===== src/rtl/seg7_pkg.sv =====
// Glyph table, blank pattern and digit-select helpers shared by the scan receiver.
// Pure constants and functions; no state.
package seg7_pkg;

   localparam int STABLE_CYC_DEF = 4;

   localparam logic [6:0] SEG_BLANK = 7'b1111111;

   // Active-low a..g patterns, indexed by the hex value they display
   localparam logic [6:0] GLYPH [16] = '{
      7'b0000001, 7'b1001111, 7'b0010010, 7'b0000110,
      7'b1001100, 7'b0100100, 7'b0100000, 7'b0001111,
      7'b0000000, 7'b0000100, 7'b0001000, 7'b1100000,
      7'b0110001, 7'b1000010, 7'b0110000, 7'b0111000
   };

   function automatic logic an_legal(input logic [7:0] an);
      return $onehot(~an);
   endfunction

   function automatic logic [2:0] an_index(input logic [7:0] an);
      logic [2:0] i;
      i = '0;
      for (int k = 0; k < 8; k++)
         if (!an[k]) i = 3'(k);
      return i;
   endfunction

endpackage


===== src/rtl/seg7_decode.sv =====
// Segment pattern to hex nibble decoder, purely combinational (zero latency).
// No flow control: output follows input.
module seg7_decode
   import seg7_pkg::*;
(
   input  logic [6:0] seg_n,
   output logic [3:0] nibble,
   output logic       is_blank,
   output logic       is_illegal
);

   always_comb begin
      nibble     = '0;
      is_blank   = (seg_n == SEG_BLANK);
      is_illegal = !is_blank;
      for (int k = 0; k < 16; k++) begin
         if (seg_n == GLYPH[k]) begin
            nibble     = 4'(k);
            is_illegal = 1'b0;
         end
      end
   end

endmodule


===== src/rtl/seg7_scan_rx.sv =====
// Recovers hex digits from a multiplexed 7-segment scan; a pattern is accepted after STABLE_CYC stable samples.
// Outputs update STABLE_CYC edges after a pattern appears; no backpressure, upd_valid is a one-cycle pulse.
module seg7_scan_rx
   import seg7_pkg::*;
#(
   parameter int STABLE_CYC = STABLE_CYC_DEF
) (
   input  logic        clk,
   input  logic        rst,
   input  logic        clr,
   input  logic [6:0]  seg_n,
   input  logic [7:0]  an_n,
   output logic [31:0] hex_out,
   output logic [7:0]  dig_valid,
   output logic [7:0]  dig_blank,
   output logic        upd_valid,
   output logic [2:0]  upd_idx,
   output logic        upd_err,
   output logic [7:0]  err_cnt
);

   localparam logic [3:0] CNT_MAX = 4'(STABLE_CYC - 1);

   logic [6:0] s_seg, h_seg;
   logic [7:0] s_an, h_an;
   logic [3:0] cnt, cnt_nxt;
   logic       acc, acc_nxt;
   logic       same, legal, accept, commit;
   logic [2:0] idx;
   logic [3:0] nibble;
   logic       is_blank, is_illegal;

   seg7_decode u_dec (
      .seg_n      (s_seg),
      .nibble     (nibble),
      .is_blank   (is_blank),
      .is_illegal (is_illegal)
   );

   // h_* keeps the previous sample so stability is judged entirely within the sample stage
   always_ff @(posedge clk or posedge rst) begin
      if (rst) begin
         s_seg <= SEG_BLANK;
         s_an  <= 8'hFF;
         h_seg <= SEG_BLANK;
         h_an  <= 8'hFF;
      end else begin
         s_seg <= seg_n;
         s_an  <= an_n;
         h_seg <= s_seg;
         h_an  <= s_an;
      end
   end

   always_comb begin
      same    = (s_seg == h_seg) && (s_an == h_an);
      legal   = an_legal(s_an);
      idx     = an_index(s_an);
      cnt_nxt = '0;
      acc_nxt = 1'b0;
      accept  = 1'b0;
      if (same && legal) begin
         cnt_nxt = (cnt == CNT_MAX) ? cnt : cnt + 4'd1;
         accept  = (cnt_nxt == CNT_MAX) && !acc;
         acc_nxt = acc || accept;
      end
      commit = accept && !clr;
   end

   // A pattern swallowed by clr still marks itself accepted so it is not taken on the next edge
   always_ff @(posedge clk or posedge rst) begin
      if (rst) begin
         cnt <= '0;
         acc <= 1'b0;
      end else begin
         cnt <= cnt_nxt;
         acc <= acc_nxt;
      end
   end

   always_ff @(posedge clk or posedge rst) begin
      if (rst) begin
         hex_out   <= '0;
         dig_valid <= '0;
         dig_blank <= '0;
         err_cnt   <= '0;
         upd_valid <= 1'b0;
         upd_idx   <= '0;
         upd_err   <= 1'b0;
      end else begin
         upd_valid <= commit;
         if (clr) begin
            hex_out   <= '0;
            dig_valid <= '0;
            dig_blank <= '0;
            err_cnt   <= '0;
         end else if (commit) begin
            upd_idx <= idx;
            upd_err <= is_illegal;
            if (is_blank) begin
               dig_blank[idx] <= 1'b1;
               dig_valid[idx] <= 1'b0;
            end else if (is_illegal) begin
               dig_blank[idx] <= 1'b0;
               if (err_cnt != 8'hFF) err_cnt <= err_cnt + 8'd1;
            end else begin
               hex_out[{idx, 2'b00} +: 4] <= nibble;
               dig_valid[idx]             <= 1'b1;
               dig_blank[idx]             <= 1'b0;
            end
         end
      end
   end

endmodule


===== config.mk =====
export PLATFORM = sky130hd
export DESIGN_NAME = seg7_scan_rx
export DESIGN_NICKNAME = d
export VERILOG_FILES = /design/src/rtl/seg7_pkg.sv /design/src/rtl/seg7_decode.sv /design/src/rtl/seg7_scan_rx.sv
export SDC_FILE = /design/constraint.sdc
export NUM_CORES = 1
export LEC_CHECK = 0
export CAP_MARGIN = 20
export CORE_MARGIN = 2
export CORE_UTILIZATION = 48
export DETAILED_ROUTE_END_ITERATION = 12
export PLACE_DENSITY = 0.76
export SLEW_MARGIN = 20
export SYNTH_ARGS = -nofsm -noshare
export SYNTH_HDL_FRONTEND = slang
export SYNTH_SLANG_ARGS = --single-unit
export TNS_END_PERCENT = 30

===== constraint.sdc =====
create_clock -name clk -period 4.7 [get_ports clk]
set_input_delay 0.705 -clock clk [delete_from_list [all_inputs] [get_ports clk]]
set_output_delay 0.705 -clock clk [all_outputs]
set_load 0.03 [all_outputs]

# Yosys cells after proc, flatten, opt, wreduce, memory -nomap -nowiden
# Cells that the tools add are included.
# Widths: inputs -> output; s select.
dict set report totals {
  elab_cells 137
  reg_bits 96
  inputBits 18
  out_inout_bits 61
}
dict set report op_classes {
  n_shift 2
  eq_ne 25
  n_mux 61
  n_reduce_logical 17
  magnitude_cmp 2
  add_sub_neg 10
  bitwise_logic 7
}
# operator count
set op_table {}
lappend op_table {{$mux 32} 4}
lappend op_table {{$mux 8} 12}
lappend op_table {{$mux 4} 10}
lappend op_table {{$eq 7x6->1 const B} 5}
lappend op_table {{$eq 7x7->1 const B} 5}
lappend op_table {{$bwmux 32} 1}
lappend op_table {{$shift 4x7->32 const A} 1}
lappend op_table {{$shiftx 4x7->32} 1}
lappend op_table {{$mux 3} 10}
lappend op_table {{$mux 1} 21}
lappend op_table {{$and 8x8->8} 2}
lappend op_table {{$not 8->8} 2}
lappend op_table {{$or 8x8->8} 2}
lappend op_table {{$eq 7x3->1 const B} 2}
lappend op_table {{$eq 7x4->1 const B} 2}
lappend op_table {{$add 1x1->2} 4}
lappend op_table {{$add 8x1->8 const B} 1}
lappend op_table {{$eq 4x2->1 const B} 2}
lappend op_table {{$eq 8x8->1} 1}
lappend op_table {{$ne 8x8->1 const B} 1}
lappend op_table {{$eq 7x1->1 const B} 1}
lappend op_table {{$eq 7x5->1 const B} 1}
lappend op_table {{$eq 7x7->1} 1}
lappend op_table {{$logic_not 7->1} 1}
lappend op_table {{other kinds (19)} 31}

# Logic depth before layout (Yosys ltp)
dict set report depth {
  depth_word 22
  ltp_mapped 14
  ltp_nobuf 13
}

# Hierarchy
# Synthesis repeated with hierarchy kept, for this count alone.
dict set report hier_totals {
  cells_unflattened 458
  hier_area_um2 4780.8
}
# module cells_each area_each_um2 seq_area_each_um2 instances
set by_module_without_submodules {}
lappend by_module_without_submodules {seg7_scan_rx 407 4474.3 2439.8 1}
lappend by_module_without_submodules {seg7_decode 51 306.5 0.0 1}

# Worst setup path before layout
# Ideal clock, no wire load.
dict set report synth_path {
  path_kind {flip-flop to flip-flop}
  startpoint {reg s_an[0]}
  endpoint {reg hex_out[19]}
  arrival_time_ps 4348
  slack_ps 227
  setup_ps 125
  t_required_ps 4575
  path_buffers 1
  period_less_slack_ps 4473
  stages_incl_launch_ff 15
  path_cell_list {dfstp_2 -> inv_1 -> fa_1 -> fa_1 -> fa_1 -> ha_1 -> inv_1 -> fa_1 -> and2_0 -> nand4_1 -> or2_1 -> or3_1 -> buf_6 -> nor4b_4 -> mux2_4}
}
dict set report synth_via {
  elab_chain_cells 10
  elab_cells_between_ends 12
  cone_classes {add/sub (3); eq/ne (2); mux (1); bitwise (1); reduce/logical (5)}
}
# element line
set synth_lines {}
lappend synth_lines {{start: declaration} seg7_scan_rx.sv:25} ;# logic [7:0] s_an, h_an;
lappend synth_lines {{start signal: assignment} seg7_scan_rx.sv:49} ;# s_an <= an_n;
lappend synth_lines {{$not 8->8} seg7_pkg.sv:18} ;# return $onehot(~an);
lappend synth_lines {{$add 1x1->2 (not written as such)} seg7_pkg.sv:18}
lappend synth_lines {{$add 2x2->3 (not written as such)} seg7_pkg.sv:18}
lappend synth_lines {{$add 3x3->4 (not written as such)} seg7_pkg.sv:18}
lappend synth_lines {{$eq 4x1->1} seg7_pkg.sv:18}
lappend synth_lines {{$logic_and 1x1->1 *} seg7_scan_rx.sv:62} ;# if (same && legal) begin
lappend synth_lines {{$mux 1 *} seg7_scan_rx.sv:62}
lappend synth_lines {{$logic_and 1x1->1 *} seg7_scan_rx.sv:67} ;# commit = accept && !clr;
lappend synth_lines {{$reduce_bool 2->1 (no line) *} n/a}
lappend synth_lines {{$reduce_and 3->1 (no line) *} n/a}
lappend synth_lines {{end signal: indexed assignment} seg7_scan_rx.sv:107} ;# hex_out[{idx, 2'b00} +: 4] <= nibble;
lappend synth_lines {{end: declaration} seg7_scan_rx.sv:13} ;# output logic [31:0] hex_out,
# Mark *: on every way between the ends. The rest lies on a longest branch, timed or not.
# A chain may end at the register's enable or synchronous reset.

# Worst setup path in the final report
dict set report layout_path {
  startpoint {reg s_an[3]}
  endpoint {reg hex_out[16]}
}
dict set report layout_via {
  elab_chain_cells 12
  elab_cells_between_ends 25
  cone_classes {add/sub (4); eq/ne (2); shift (2); mux (11); bitwise (1); reduce/logical (5)}
}
# element line
set layout_lines {}
lappend layout_lines {{$mux 3 (5 in a row)} seg7_pkg.sv:25} ;# if (!an[k]) i = 3'(k);
lappend layout_lines {{$neg 5->7} seg7_scan_rx.sv:107}
lappend layout_lines {{$shiftx 4x7->32 / $shift 4x7->32 (equally long branches)} seg7_scan_rx.sv:107}
lappend layout_lines {{$bwmux 32} seg7_scan_rx.sv:107}
lappend layout_lines {{$mux 32} seg7_scan_rx.sv:103} ;# end else if (is_illegal) begin
lappend layout_lines {{$mux 32} seg7_scan_rx.sv:100} ;# if (is_blank) begin
lappend layout_lines {{$mux 32} seg7_scan_rx.sv:97} ;# end else if (commit) begin
lappend layout_lines {{$mux 32} seg7_scan_rx.sv:92} ;# if (clr) begin
# Several ways; a longest one is shown, not always the timed one. The select of a mux whose other input is x is not followed.

==> impl_metrics.tcl <==
set metrics [dict create \
    start_util_pct 49.3 \
    via_per_inst 5.63 \
    status "finished clean" \
    crit_type "reg -> reg" \
    start_kind "flip-flop" \
    rows 36 \
    ff_latch_area_mm2 0.00244 \
    cp-end-kind "flip-flop" \
    cts_tree "done" \
    syn-num-nets 467 \
    htree_num_levels 3 \
    drive_gt1_share_pct 15.8 \
    final_common_cell "clkdlybuf4s50_1" \
    first_global_vias 3618 \
    fp.coreArea_mm2 0.00977 \
    n_fill_cell 825 \
    rr_worst_depth 14 \
    max_cap_viol_count 0 \
    dieWidth_um 104 \
    ys.flop_type "dfrtp_1" \
    gp_congestion 0.911 \
    pin_count 79 \
    skew_ps 18.2 \
    final_nets 544 \
    antenna_found_initial 0 \
    insertion_delay_ps 360 \
    netlist_instances 438 \
    drt-total-wl_um 11000 \
    peakVddDrop_v 0.000169 \
    holdCritPathClass "reg -> reg" \
    final_cell_count_no_fill 653 \
    power_w 0.00151 \
    netlist_area_mm2 0.00482 \
    port_buffers 78 \
    rsz0062_at_grt "false" \
    drt_iter0_drc 161 \
    synth_cell_type_count 63 \
    cts_buffer_depth 2 \
    cp.arrival_ps 4790 \
    cp_max_fo 7 \
    layout_common_cells "clkdlybuf4s50_1 (78), dfrtp_1 (66), nand2_1 (50), mux2i_1 (39), dfstp_2 (30)" \
    finalCritPeriodShare_pct 96.1 \
    slew_violations 0 \
    ys_ff_latch 96 \
    synth_edf_count 0 \
    power_density_mw_per_mm2 256 \
    wl_per_cell_um 16.9 \
    p_leak_nw 2.62 \
    fin_crit_ps 4520 \
    num_vias 3679 \
    syn_to_final_growth_pct 22.1 \
    grt_max_degree 66 \
    antenna_cells 0 \
    postCtsHoldBufs 0 \
    finalInstanceArea_mm2 0.00588 \
    multi_input_area_mm2 0.00216 \
    fmax_ghz 0.221 \
    setup_violations 0 \
    clockRootBuffer "clkbuf_8" \
    setup-tns-final_ps 0 \
    yosys_warnings 0 \
    yosysSeqAreaShare_pct 50.6 \
    avgSynthCellArea_um2 11.0 \
    grt_use_total_pct 21.1 \
    tightest_slew_ps 823 \
    cts_buffers 9 \
    drc 0 \
    dp_hpwl_um 7790 \
    hold_violations 0 \
    dpl-instance-area_mm2 0.00569 \
    clkTransAtPathRegs_ps 100 \
    ys_async_sr_fraction_pct 100 \
    die_area_mm2 0.0109 \
    firstDrtPassIters 5 \
    numClockSinks 96 \
    worst-endpoint-required_ps 4980 \
    grt_overflow 0 \
    slew_headroom_pct 45.2 \
    holdPathStages 0 \
    dieHeight_um 104 \
    antenna_left 0 \
    dp_cells 635 \
    grt_pass1_wl_um 18400 \
]
==> layout make-up <==
class	count	share of cell area [%]
flip-flops and latches	96	41.5
well taps	133	2.83
inverters	17	1.11
clock buffers	10	2.17
clock inverters	6	0.744
repair buffers	91	14.9
multi-input cells	300	36.8
==> flip-flops by register name, indices dropped and copies added (netlist names), 4 cells and up <==
signal	count
cnt	4
dig_blank	8
dig_valid	8
err_cnt	8
h_an	8
h_seg	7
hex_out	32
s_an	8
s_seg	7
==> logic make-up after synthesis <==
kind of cell	Yosys count	share of synthesized area [%]
XOR/XNOR	20	3.79
multiplexers	43	9.12
buffers and inverters	42	4.62
AO/OA/AOI/OAI	58	8.31
adder cells (fa/ha/maj)	11	3.48
flip-flops	96	50.6
AND/OR/NAND/NOR	168	20.0
==> report_power, final <==
| part | leakage, nW | switching [W] | internal (W) | total, W |
|---|---|---|---|---|
| logic | 1.30 | 0.0000904 | 0.0000593 | 0.000150 |
| clock network | 0.0866 | 0.000288 | 0.000195 | 0.000483 |
| registers | 1.23 | 0.0000231 | 0.000850 | 0.000873 |
| total | 2.62 | 0.000402 | 0.00110 | 0.00151 |
==> Yosys cell counts (all sizes together) (9+ instances only) <==
cell     n  area, um^2
nand4   19         119
inv     16        60.1
dfrtp   66        1650
mux2i   39         390
dfstp   30         788
nand3   21         115
xnor2    9        86.3
a21oi   19        95.1
clkbuf  13        50.0
nand2   50         188
o31ai   12        90.1
xor2    11        96.3
buf     12         109
nor2    17        63.8
==> through the flow <==
| stage | hold WS (ps) | util [%] | setup slack [ps] |
|---|---|---|---|
| detailed placement | 374 | 58.2 | 213 |
| global route | 394 | 60.2 | 1.73 |
| finish | 387 | 60.2 | 185 |
| global placement | 370 | 58.2 | 278 |
| CTS | 388 | 60.0 | 160 |
| floorplan | 352 | - | 227 |
==> final timing paths <==
| path | slack, ps | to | from |
|---|---|---|---|
| max | 180 | hex_out[16] | s_an[3] |
| min | 390 | h_an[0] | s_an[0] |
| max reg2reg | 180 | hex_out[16] | s_an[3] |
| min reg2reg | 390 | h_an[0] | s_an[0] |
| max in group asynchronous | 2820 | err_cnt[1] | rst |
| min in group asynchronous | 680 | hex_out[2] | rst |
==> layer usage <==
layer,track usage [%],wire length (um),up-vias
met5,0,0,-
met4,5.21,135,0
met3,4.32,613,10
met2,35.7,5460,126
met1,27.8,4810,1821
li1,-,-,1722
==> worst max-delay path, cell delays in order (launching register included) <==
cell,delay (ps)
dfstp_2,610
inv_1,70
fa_1,500
fa_1,420
fa_1,500
ha_1,160
inv_1,50
fa_1,460
and2_0,150
nand4_1,120
or2_1,300
or3_1,400
nor4b_4,320
buf_4,190
mux2i_1,180
==> repair_timing <==
| action | in CTS | in global routing |
|---|---|---|
| endpoints found under the setup margin | 0 | 5 |
| endpoints found under the hold margin | 0 | 0 |
| gates resized for setup | 0 | 1 |
| buffers inserted | 0 | 2 |
Note: power is estimated with default switching activity, not from simulation.
